===== src/rtl/result_gate_arb.sv =====
// Result-path arbiter: NCH channels onto one registered valid/ready output.
// Fixed-priority or round-robin grant; output forced to zero when not valid.
module result_gate_arb #(
  parameter  int WIDTH = 16,
  parameter  int NCH   = 4,
  parameter  int MODE  = 0,
  localparam int CW    = $clog2(NCH)
) (
  input  logic                 clk,
  input  logic                 rst_n,
  input  logic                 gate_en,
  input  logic [NCH*WIDTH-1:0] in_data,
  input  logic [NCH-1:0]       in_valid,
  output logic [NCH-1:0]       in_ready,
  output logic [WIDTH-1:0]     out_data,
  output logic                 out_valid,
  input  logic                 out_ready,
  output logic [CW-1:0]        out_ch,
  output logic [15:0]          xfer_cnt
);

  logic [WIDTH-1:0] ch_data [NCH];
  logic [CW-1:0]    rr_ptr;
  logic [CW-1:0]    winner;
  logic             found;
  logic             accept;
  logic             load;
  int               idx;

  for (genvar i = 0; i < NCH; i++) begin : g_unpack
    assign ch_data[i] = in_data[i*WIDTH +: WIDTH];
  end

  // Search starts at 0 (fixed priority) or at rr_ptr (round robin), wrapping.
  // NOTE: every always_comb output gets a default first so no path infers a latch.
  always_comb begin
    winner = '0;
    found  = 1'b0;
    idx    = 0;
    for (int k = 0; k < NCH; k++) begin
      idx = (MODE == 0) ? k : (int'(rr_ptr) + k) % NCH;
      if (!found && in_valid[idx]) begin
        found  = 1'b1;
        winner = CW'(idx);
      end
    end
  end

  assign accept   = out_valid & out_ready;
  assign load     = rst_n & gate_en & found & (~out_valid | out_ready);
  assign in_ready = load ? (NCH'(1) << winner) : '0;

  // NOTE: sequential state uses non-blocking assignments only, so every
  // register samples pre-edge values regardless of statement order.
  always_ff @(posedge clk) begin
    if (!rst_n) begin
      out_valid <= 1'b0;
      out_data  <= '0;
      out_ch    <= '0;
      xfer_cnt  <= '0;
      rr_ptr    <= '0;
    end else begin
      if (load) begin
        out_valid <= 1'b1;
        out_data  <= ch_data[winner];
        out_ch    <= winner;
      end else if (accept) begin
        out_valid <= 1'b0;
        out_data  <= '0;
      end

      if (accept && xfer_cnt != 16'hFFFF) xfer_cnt <= xfer_cnt + 16'd1;

      if (MODE == 1 && load) begin
        rr_ptr <= (winner == CW'(NCH - 1)) ? '0 : winner + 1'b1;
      end
    end
  end

endmodule


===== config.mk =====
export PLATFORM = sky130hd
export DESIGN_NAME = result_gate_arb
export DESIGN_NICKNAME = d
export VERILOG_FILES = /design/src/rtl/result_gate_arb.sv
export SDC_FILE = /design/constraint.sdc
export NUM_CORES = 1
export LEC_CHECK = 0
export CORE_MARGIN = 2
export CORE_UTILIZATION = 41
export CTS_CLUSTER_DIAMETER = 40
export CTS_CLUSTER_SIZE = 24
export DETAILED_ROUTE_END_ITERATION = 10
export PLACE_DENSITY = 0.81
export SETUP_SLACK_MARGIN = 0.5
export SLEW_MARGIN = 40
export SYNTH_ARGS = -nofsm -noshare
export SYNTH_HDL_FRONTEND = slang
export SYNTH_SLANG_ARGS = --single-unit

===== constraint.sdc =====
create_clock -name clk -period 2.5 [get_ports clk]
set_clock_uncertainty 0.05 [all_clocks]
set_input_delay 0.375 -clock clk [delete_from_list [all_inputs] [get_ports clk]]
set_output_delay 0.375 -clock clk [all_outputs]
set_load 0.1 [all_outputs]

* Word level (Yosys, flattened, before mapping)
Cells that the tools add are included.
Operators by class: $add $sub $neg 1, magnitude comparators 1, eq/ne operators 1, shift-type cells 1, muxes and demuxes 15, bitwise logic cells 7, reductions and logical operators 8
Operator list (number):
- $mux 16 | 4
- $bmux 16 s2 | 1
- $add 16x1->16 const B | 1
- $ne 16x16->1 const B | 1
- $mux 1 | 7
- $and 1x1->1 | 4
- $logic_and 1x1->1 | 4
- $mux 2 | 2
- $mux 4 | 1
- $shl 1x2->4 const A | 1
- $ge 3x3->1 const B | 1
- $logic_not 1->1 | 3
- $not 2->3 | 1
- $reduce_bool 2->1 | 1
- $not 1->1 | 1
- $or 1x1->1 | 1
Word-level totals: flip-flop bits (word level) 35, bits of input ports 72, output and inout bits 39, logic and storage cells 38

* Logic depth before layout (Yosys ltp)
Gate-level depths: netlist of the first run.
word-level depth 15, depth in mapped cells 6, depth with buffers taken out 5

* Least setup slack after synthesis of the first run
Ideal clock, no wire load.
path kind register to output, from register out_valid, to output port in_ready[1], arrival 3279 ps, data required time 2075 ps, slack -1204 ps, stages on the path, launching flop included 5, buffers on the path 1, path through dfxtp_1 > nor2b_1 > clkbuf_1 > nand3b_4 > nor3_1
Between the ends: word-level cells in the longest chain between the ends 4
RTL lines:
- start: declaration | line 16 | output logic out_valid,
- start signal: assignment | line 57 | out_valid <= 1'b0;
- start signal: assignment | line 64 | out_valid <= 1'b1;
- start signal: assignment | line 68 | out_valid <= 1'b0;
- $not 1->1 | line 50 | assign load = rst_n & gate_en & found & (~out_valid | out_ready);
- $or 1x1->1 | line 50
- $and 1x1->1 | line 50
- $mux 4 | line 51 | assign in_ready = load ? (NCH'(1) << winner) : '0;
- end: declaration | line 14 | output logic [NCH-1:0] in_ready,
Every way passes these cells.

* Worst setup path in the final report of the first run
from input port in_valid[1], to output port in_ready[3]
Between the ends: word-level cells in the longest chain between the ends 11, elaborated cells between the ends (all ways) 15, classes of those cells shift (1); mux (7); bitwise (2); reduce/logical (5)
RTL lines:
- start: declaration | line 13 | input logic [NCH-1:0] in_valid,
- $logic_and 1x1->1 * | line 42 | if (!found && in_valid[idx]) begin
- $mux 1 | line 42
- $logic_not 1->1 | line 42
- $logic_and 1x1->1 | line 42
- $mux 1 | line 42
- $logic_not 1->1 | line 42
- $logic_and 1x1->1 | line 42
- $mux 1 | line 42
- $and 1x1->1 (2 in a row) | line 50
- $mux 4 * | line 51
Every way passes the cells marked *; elsewhere a longest branch is shown, timed or not.

==> results of run 1 <==
-- per-stage QoR --
step	setup slack [ns]	total power (uW)	hold WS [ns]	cell area, sq um	utilization (%)
finish	0.528	1560	0.415	3680	67.7
global route	0.499	1630	0.429	3680	67.7
CTS	0.514	1570	0.414	3660	67.2
detailed placement	-0.0963	1180	0.405	3540	65.2
global placement	-0.0751	1170	0.397	3540	65.2
floorplan	0.393	960	0.470	2350	-
-- worst max path at each step --
| stage | to | slack, ns | startpoint |
|---|---|---|---|
| detailed placement | in_ready[2] | -0.1 | in_valid[3] |
| global placement | in_ready[2] | -0.08 | in_valid[3] |
| global route | in_ready[2] | 0.50 | out_valid$_SDFFE_PN0P_ |
| finish | in_ready[3] | 0.53 | in_valid[1] |
| CTS | in_ready[3] | 0.51 | rst_n |
| floorplan | in_ready[1] | 0.39 | out_valid$_SDFFE_PN0P_ |
-- critical path: cells and delay by family --
kind,cells,cell delay [ns]
buf+inv,3,0.51
simple gates,2,0.14
compound gates,1,0.51
-- metal layers --
layer | track usage (%) | wire [microns] | up-vias
li1 | - | - | 1238
met1 | 26.9 | 2890 | 1194
met2 | 39.5 | 3520 | 119
met3 | 7.36 | 633 | 5
met4 | 5.79 | 66 | 0
met5 | 0 | 0 | -
-- state kept, by name, summed over array words and instances (netlist names) --
| signal | count |
|---|---|
| out_ch | 2 |
| out_data | 16 |
| out_valid | 1 |
| xfer_cnt | 16 |
-- timing repair --
item	4_1_cts	5_1_grt
hold buffers	0	0
pin swaps	3	2
gates resized for setup	19	5
gates cloned	0	1
setup endpoints to repair	19	3
buffers inserted	2	0
endpoints found under the hold margin	0	0
-- layout make-up --
| cell class | count | area (sq um) |
|---|---|---|
| fillers | 430 | 1750 |
| multi-input cells | 203 | 1510 |
| repair buffers | 129 | 1260 |
| flip-flops and latches | 35 | 729 |
| well taps | 72 | 90.1 |
| clock buffers | 7 | 76.3 |
| inverters | 5 | 20.0 |
-- cell families after synthesis --
family          share of synthesized area, %
buf+inv                                 5.81
mux                                     10.5
compound gates                          22.0
flops                                   30.7
simple gates                            30.4
fa+ha+maj                              0.548
-- power by group through the flow --
stage               combinational (uW)  sequential [uW]  clock, uW
global route                       610              600        417
global placement                   563              611          0
detailed placement                 569              610          0
CTS                                576              597        396
finish                             583              598        383
floorplan                          168              792          0
-- cells in the final DEF (no fill, tap or decap), types with 7 or more instances in the layout --
cell,instances
mux2i_1,7
a221o_2,15
clkdlybuf4s50_1,64
mux2_2,15
buf_12,8
nand2_1,42
a21oi_1,7
a21o_1,15
nor4b_1,16
buf_4,48
dfxtp_1,18
nor4_1,17
dfxtp_2,14
==> metrics list, run 1 <==
- Worst path slowest cell: o41a_4
- Floorplan core area: 5440 sq um
- The worst register-to-register path has a setup slack of 0.68 ns.
- Worst hold-check path type: register to register
- Total wire length after detailed routing: 7.11 mm
* Setup Crit Path Kind: input port to output pin
- Total overflow reported by the global router: 0
* Fin crit share: 78.9%
- Of all flip-flops after synthesis, the portion carrying an async set or reset was 0%.
- Largest net degree at the start of global routing: 33
- Summed over all nets, the switching power comes to 550 uW.
- Final #Nets: 452
- Internal power comes to 1010 uW.
- After detailed routing, the average wire length per cell comes to 15.8 microns.
* Area fraction of the dominant cell type after synthesis: 30.7%
- The initial antenna violation count came to 0.
* Vias post-DR: 2,556
- Data required time of the critical path: 2.08 ns
* Post-synth net total: 339
- From synthesis to final layout, the design area changed by 61.5%.
* Launch instance of the worst register-to-register path: xfer_cnt[0]$_SDFFE_PN0P_
* Die span in y: 78.6 microns
* Antenna Cells: 0
- Setup repair after global routing left no endpoint under its margin.
* Number of nets with antenna violations after routing: 0
* Cell-by-cell trace of the critical path: clkdlybuf4s15_1 > o41a_4 > buf_6 > nand3_4 > nor2_4 > buf_12
- The final-report hold violation count is 0.
- Cell taking the most area after synthesis: dfxtp_1
* Slew margin rel.: 63.6%
- Sequential cells were found to cover 30.7% of the synthesized design area.
- Number of distinct library cell variants in the gate-level netlist after synthesis: 45
- Setup violations remaining at the end of the flow were counted as 0.
- Clock sink count: 35
- Cell area after synthesis: 2280 sq um
- Power share of the clock group: 24.5%
* Hold Path Cell Cnt: 2
* Setup crit start kind: input port
- R2R Path End: xfer_cnt[14]$_SDFFE_PN0P_
- The worst path needs 1.97 ns of the cycle, external delays included.
- At the end of routability-driven placement, the weighted congestion stood at 0.867.
- The root buffer cell chosen for the clock tree is clkbuf_8.
* Clock Path Buffers: 2
- The floorplan has 27 rows.
* Synthesized flop and latch total: 35
* Combinational cell fraction of total power: 37.3%
- Number of DRC markers in iteration 0: 121
- Die Footprint: 6180 sq um
- Placed wire-length estimate after detailed placement: 5.14 mm
* Switching share of total power: 35.2%
* Overall track demand over capacity in global routing: 22.7%
- For the worst flop-to-flop path, the logic depth is 5.
- From left edge to right edge, the die measures 78.6 microns.
- The first detailed-routing pass ran for 4 iterations.
* Beginning of the worst hold path: out_ch[1]$_SDFFE_PN0P_
* Ratio of total power to cell area: 424 nW/um^2
* Max-slew violation total from the final report: 0
- Clock latency on the worst-skew pair: 0.28 ns
- In the routed design, unresolved DRC markers number 0.
- Proportion of layout cells with a drive suffix above 1: 33.5%
* Post-DR vias/cell: 5.67
- The worst hold path terminates at out_ch[1]$_SDFFE_PN0P_.
* Number of placed cells counting well taps: 441
- Number of standard cells after synthesis: 266
- TritonCTS built the clock tree.
* Final Non-Filler Cells: 451
* Biggest cell delay along the critical path: 0.51 ns
* Starting Density: 42.0%
- Setup total negative slack on the finished layout was measured at 0 ns.
- Number of enable flip-flop cells after synthesis: 0
- Synth area leaders: dfxtp_1 (31%), a221o_2 (7.4%), mux2_2 (7.4%)
- Clock-pin slew was measured on the worst setup and hold paths at 0.07 ns.
- Max-cap viol count: 0
- Ys flop type: dfxtp_1
* Wire length of the first global-routing pass: 11.1 mm
- Among all cell types in the netlist, the one instantiated most often is nand2_1.
- Number of buffers created by CTS: 5
* Number of port buffers: 110
- Yosys synthesis warning count: 0
- I/O pin total: 111
* Mean Syn Cell Area: 8.58 sq um
- The flow ran to the end, and the final reports show no timing, DRC or antenna violations.
- Leak: 0.00152 uW
* Worst EP arrival: 1.55 ns
- Largest fanout on the critical path: 3
- Fraction of power consumed by sequential logic: 38.2%
- Crit path capture type: output pin
- For the pin with the worst max-slew slack, the measured transition is 0.540 ns.
- The number of global-route vias before repair is 2,359.
- The H-tree was split into 2 levels.
* Maximum clock frequency: 507 MHz
- Top cells by count, synth: nand2_1 (42), dfxtp_1 (35), nor4_1 (17), nor4b_1 (16)
- Maximum resistive drop on vdd: 0.294 mV
Note: power is estimated with default switching activity, not from simulation.
==> run 2, diff against run 1 <==
==> constraint.sdc (replaced) <==
create_clock -name clk -period 2.06 [get_ports clk]
set_clock_uncertainty 0.05 [all_clocks]
set_input_delay 0.309 -clock clk [delete_from_list [all_inputs] [get_ports clk]]
set_output_delay 0.309 -clock clk [all_outputs]
set_load 0.1 [all_outputs]
==> run 2 against run 1 <==
Against the previous run:
- cell area is 12% higher
- routed wire length is 10% higher
- global-route usage is 2.5 points higher
- via count is 4.9% higher
- clock-buffer cell count is 1 lower
- cell count is 6.2% higher
- first-iteration DRC count is 0.83% lower
- clock power is 99% higher
- critical path type is now register to output pin
- critical endpoint unchanged
- largest power group is now clock
==> metrics list, run 2 (synthesis results as in run 1) <==
- The number of global-route vias before repair is 2,611.
- At the pin with the least slew margin, the transition time is 0.390 ns.
- Clock tree from TritonCTS: done
- Dividing the detail-routed wire length by the instance count gives 16.4 microns.
* Largest net degree at the start of global routing: 33
- After detailed routing, the total wire length is 7.84 mm.
- Final Non-Filler Cells: 479
- In this run the core area contains 27 standard-cell rows.
- Result of the run: completed
* Crit path capture type: output pin
* Placed wire-length estimate after detailed placement: 5.62 mm
- The critical path goes through nor2b_4 > buf_8 > nor2_4 > nand3_2 > nor2_4 > buf_12.
- Clock Path Buffers: 2
- RSZ-0062 raised after global routing: yes
- Floorplan core area: 5440 sq um
- Global routing used 25.2% of the available tracks across all layers.
- Setup Crit Path Kind: register to output pin
- After layout, the worst setup slack is 0.216 ns.
- Maximum clock frequency: 542 MHz
- Data arrives at the worst endpoint at 1.49 ns.
- In the final layout, the registers with the most flip-flops are out_data x16, xfer_cnt x16, out_ch x2.
- # DRC: 0
- Antenna Cells: 0
- Clock tree synthesis selected as its root buffer the cell clkbuf_8.
- Along the worst path, the maximum fanout reaches 4.
- Per report_power, the sequential group accounts for 32.0% of the total.
* Clk pin slew, worst setup/hold paths: 0.08 ns
- Final critical delay including setup and external delays: 1.84 ns
- Antenna violations before repair: 0
- At the placement stage, the worst setup path has a slack of -0.194 ns.
* Ratio of total power to cell area: 535 nW/um^2
- Leak: 0.00176 uW
- The floorplan step defined a die boundary enclosing 6180 sq um.
- Max-cap viol count: 0
- Clock latency on the worst-skew pair: 0.30 ns
- Most frequent cells in the layout: buf_4 (71), clkdlybuf4s50_1 (64), nand2_1 (41)
* I/O pin total: 111
- Final #Nets: 479
- Number of H-tree levels: 2
- The detail route stage leaves a number of antenna-violating nets equal to 0.
- Number of DRC markers in iteration 0: 120
* Proportion of layout cells with a drive suffix above 1: 43.0%
- After detailed routing, the number of vias per cell comes to 5.60.
- Combinational cell fraction of total power: 33.7%
* Cell type with the highest occurrence count on the critical path: nor2_4
- Number of port buffers: 110
- In this run, CTS created clock tree buffers numbering 5.
- Worst hold-check path type: register to register
- Switching share of total power: 32.7%
* Biggest cell delay along the critical path: 0.34 ns
* Power share of the clock group: 34.4%
- The clock drives 35 sinks.
- Leaving out fill and tap cells, the most frequent cell in the layout is buf_4.
- Number of placed cells counting well taps: 456
* Maximum resistive drop on vdd: 0.344 mV
- The final number of max-transition violations is 0.
* Starting Density: 42.0%
- The slowest stage of the critical path is the dfxtp_4 cell.
- At the end of routability-driven placement, the weighted congestion stood at 0.817.
- Vias post-DR: 2,681
- Relative to the synthesized area, the layout overhead comes to 81.3%.
- The worst setup path is launched from a register.
- Total chip power: 2220 uW
- Hold slack: 0.418 ns
- The pre-antenna-repair detailed-routing pass consisted of 4 iterations.
* Die span in y: 78.6 microns
* Fin crit share: 89.5%
* Horizontal extent of the die: 78.6 microns
* Internal power component: 1490 uW
- Total overflow reported by the global router: 0
* Number of hold buffers added after CTS: 0
- Final setup vio count: 0
- The first global-routing pass estimated 12.5 mm of wire.
- Reg-to-reg setup timing slack: 0.43 ns
- Slew margin rel.: 73.9%
- The final-report hold violation count was 0.
* Data required time of the critical path: 1.70 ns
- The analysis attributes to net switching a power of 724 uW.
## run 2: cell types whose count changed in the layout (fill, tap and decap cells not counted), sizes merged
cell,change
buf,+29
clkdlybuf4s15,-3
bufinv,+2
clkbuf,-2
dlygate4sd2,+2
## run 2: layout make-up
class                           count  area, sq um
Tap cell                           72         90.1
Clock inverter                      2         60.1
Inverter                            5         20.0
Fill cell                         390         1300
Multi-Input combinational cell    203         1630
Timing Repair Buffer              156         1500
Sequential cell                    35          764
Clock buffer                        6         72.6
## run 2: metal layers
layer,vias to the layer above,part of all wire [%],global-route usage [%]
li1,1298,-,-
met1,1256,42,30.6
met2,114,49,42.6
met3,13,7.3,7.93
met4,0,1.9,7.37
met5,-,0,0
## run 2: critical path: cells and delay by family (launching register included)
family        cells  cell delay, ns
simple gates      4            0.52
flops             1            0.34
buf+inv           2            0.31
## run 2: metrics by stage
| stage | area (sq um) | util [%] | setup TNS, ns |
|---|---|---|---|
| after floorplan | 2460 | - | 0 |
| after detailed placement | 3770 | 69.4 | -2.45 |
| final | 4140 | 76.1 | 0 |
| after global placement | 3770 | 69.4 | -2.01 |
| after CTS | 4010 | 73.8 | 0 |
| after global routing | 4140 | 76.1 | 0 |
## run 2: power groups by stage
stage | logic (uW) | clock network (uW) | registers [uW]
final | 746 | 762 | 708
after global placement | 703 | 0 | 724
after global routing | 784 | 800 | 710
after detailed placement | 715 | 0 | 723
after floorplan | 213 | 0 | 943
after CTS | 730 | 768 | 707
## run 2: worst paths after layout
path,startpoint,to,cells after the start
max,out_valid$_SDFFE_PN0P_,in_ready[3],6
min,xfer_cnt[7]$_SDFFE_PN0P_,xfer_cnt[7]$_SDFFE_PN0P_,1
max reg2reg,xfer_cnt[1]$_SDFFE_PN0P_,xfer_cnt[9]$_SDFFE_PN0P_,6
min reg2reg,xfer_cnt[7]$_SDFFE_PN0P_,xfer_cnt[7]$_SDFFE_PN0P_,1
## run 2: timing repair
item                                    CTS  global route
buffers inserted                         10             4
pin swaps                                14             9
endpoints found under the setup margin   30            32
gates cloned                              0             1
gates resized for setup                  31            12
==> run 3, diff against run 2 <==
--- a/config.mk
+++ b/config.mk
@@ -16,3 +16,4 @@
 export SYNTH_ARGS = -nofsm -noshare
 export SYNTH_HDL_FRONTEND = slang
 export SYNTH_SLANG_ARGS = --single-unit
+export TNS_END_PERCENT = 10
==> run 3 against run 2 <==
Against the previous run:
- worst setup slack better by 0.036 ns
- via count down 3.2%
- cell count down 1.9%
- utilization down 5.5 points
- clock-buffer cell count up 1
- die area unchanged
- largest cell class unchanged
- largest power group is now registers
==> metrics list, run 3 (synthesis results as in run 1) <==
* Design Area, Final: 3840 sq um
* Routed wire length per instance: 15.6 microns
- For the pin with the worst max-slew slack, the measured transition is 0.534 ns.
- After layout, the worst path uses 87.8% of the clock period.
- Internal power component: 1350 uW
* Worst EP arrival: 1.45 ns
* Number of port buffers: 110
- Clock tree from TritonCTS: done
- Ratio of total power to cell area: 537 nW/um^2
- Switching share of total power: 34.5%
* Vias post-DR: 2,594
- Max-slew violation total from the final report: 0
- Of all nets on the critical path, the largest fanout is 4.
- Leaving out fill and tap cells, the most frequent cell in the layout is buf_4.
- Antenna Cells: 0
- Setup Crit Path Kind: register to output pin
- Result of the run: completed
- Proportion of layout cells with a drive suffix above 1: 38.2%
* Final critical delay including setup and external delays: 1.81 ns
- The clock net in this run drives a total of 35 sinks.
* Crit path capture type: output pin
- Die span in y: 78.6 microns
* Antenna violations before repair: 0
- Starting Density: 42.0%
- In this run the core area contains 27 standard-cell rows.
- Number of hold buffers added after CTS: 0
- The total overflow left after global routing is 0.
* Number of H-tree levels: 2
- Leak: 0.00162 uW
* RSZ-0062 raised after global routing: yes
* Hold slack: 0.413 ns
- Final setup vio count: 0
- The tool flagged a number of max-cap violations equal to 0.
* Placer Congestion: 0.879
- For this run, the share of the core covered by cells in the final layout is 70.6%.
- At the worst endpoint, the required time is 1.70 ns.
* Fraction of power consumed by sequential logic: 35.2%
- Combinational cell fraction of total power: 34.8%
* First-pass detailed-route iteration total: 4
- For the final routed database, the setup TNS stands at 0 ns.
- Die Footprint: 6180 sq um
* Root buffer cell: clkbuf_8
* Clock Path Buffers: 2
* Slew margin rel.: 64.0%
* Endpoints failing hold: 0
- Largest net degree at the start of global routing: 33
- Most frequent cells in the layout: buf_4 (68), clkdlybuf4s50_1 (64), nand2_1 (41)
- Compared with the post-synthesis result, the final layout area differs by 68.1%.
* Maximum clock frequency: 553 MHz
- Summed over all layers, the routed wires come to 7.32 mm.
- Power comes to 2060 uW.
- Horizontal extent of the die: 78.6 microns
- Overall track demand over capacity in global routing: 24.1%
- In this run the cell area measured after placement is 3660 sq um.
- Placed wire-length estimate after detailed placement: 5.51 mm
- The min-delay analysis places its worst path in the category register to register.
- Post-DR vias/cell: 5.52
- Clock tree synthesis inserted a total of 5 buffers.
- The share of total power dissipated in the clock network is 29.9%.
* Maximum resistive drop on vdd: 0.361 mV
- Largest registers: out_data x16, xfer_cnt x16, out_ch x2
- In this run the power spent charging and discharging nets is 711 uW.
- The first global-routing pass estimated 11.9 mm of wire.
- Once detail routing completed, the nets flagged for antenna violations numbered 0.
- Clock-pin slew was measured on the worst setup and hold paths at 0.07 ns.
* Setup crit start kind: register
- The first routing iteration left 80 violations.
- 111 I/O pins were placed.
* Final #Nets: 470
* # DRC: 0
* Via count of the first global-routing pass: 2,562
* Floorplan core area: 5440 sq um
- Clock latency on the worst-skew pair: 0.29 ns
==> run 3: changes by cell type in the layout (fill, tap and decap cells not counted), sizes merged <==
| cell | change |
|---|---|
| buf | -9 |
| clkbuf | +1 |
| inv | +1 |
| dlygate4sd2 | +1 |
| clkdlybuf4s15 | -1 |
| bufinv | -2 |
==> run 3: critical path, stage by stage (launching register included) <==
cell and delay [ns]:
dfxtp_4 0.34, nor2b_4 0.13, buf_4 0.15, nor2_4 0.13, and3_2 0.23, buf_12 0.17
==> run 3: per-stage QoR <==
step,setup slack [ns],instances
after global routing,0.215,470
after floorplan,0.0188,266
after CTS,0.189,468
after global placement,-0.123,457
after detailed placement,-0.177,457
final,0.252,470
==> run 3: power by group through the flow <==
stage / Combinational (uW) / Clock [uW] / Sequential [uW]
5_1_grt: 752 / 653 / 729
4_1_cts: 712 / 623 / 725
6_report: 718 / 616 / 726
3_3_place_gp: 696 / 0 / 742
2_1_floorplan: 204 / 0 / 961
3_5_place_dp: 706 / 0 / 741
==> run 3: what timing repair did <==
| item | CTS | global route |
|---|---|---|
| setup endpoints to repair | 30 | 33 |
| buffers inserted | 3 | 2 |
| resized for setup | 13 | 12 |
| pin swaps | 3 | 3 |
==> run 3: final timing paths <==
path	startpoint	end	slack (ns)	cells past startpoint
worst max-delay path	out_valid$_SDFFE_PN0P_	in_ready[0]	0.25	5
worst min-delay path	xfer_cnt[2]$_SDFFE_PN0P_	xfer_cnt[2]$_SDFFE_PN0P_	0.41	1
worst max register to register	xfer_cnt[0]$_SDFFE_PN0P_	xfer_cnt[14]$_SDFFE_PN0P_	0.38	5
worst min register to register	xfer_cnt[2]$_SDFFE_PN0P_	xfer_cnt[2]$_SDFFE_PN0P_	0.41	1
==> run 3: metal layers <==
| metal | vias up | wire length (microns) | share of wire, % | GRT usage, % |
|---|---|---|---|---|
| met4 | 0 | 146 | 2.0 | 8.07 |
| met2 | 102 | 3700 | 51 | 42.6 |
| met5 | - | 0 | 0 | 0 |
| li1 | 1285 | - | - | - |
| met3 | 16 | 492 | 6.7 | 7.01 |
| met1 | 1191 | 2980 | 41 | 27.5 |
==> run 3: cell type report <==
| type | count | area, sq um |
|---|---|---|
| Clock buffer | 7 | 108 |
| Clock inverter | 1 | 5.00 |
| Fill cell | 434 | 1600 |
| Inverter | 5 | 18.8 |
| Multi-Input combinational cell | 203 | 1530 |
| Sequential cell | 35 | 729 |
| Tap cell | 72 | 90.1 |
| Timing Repair Buffer | 147 | 1350 |
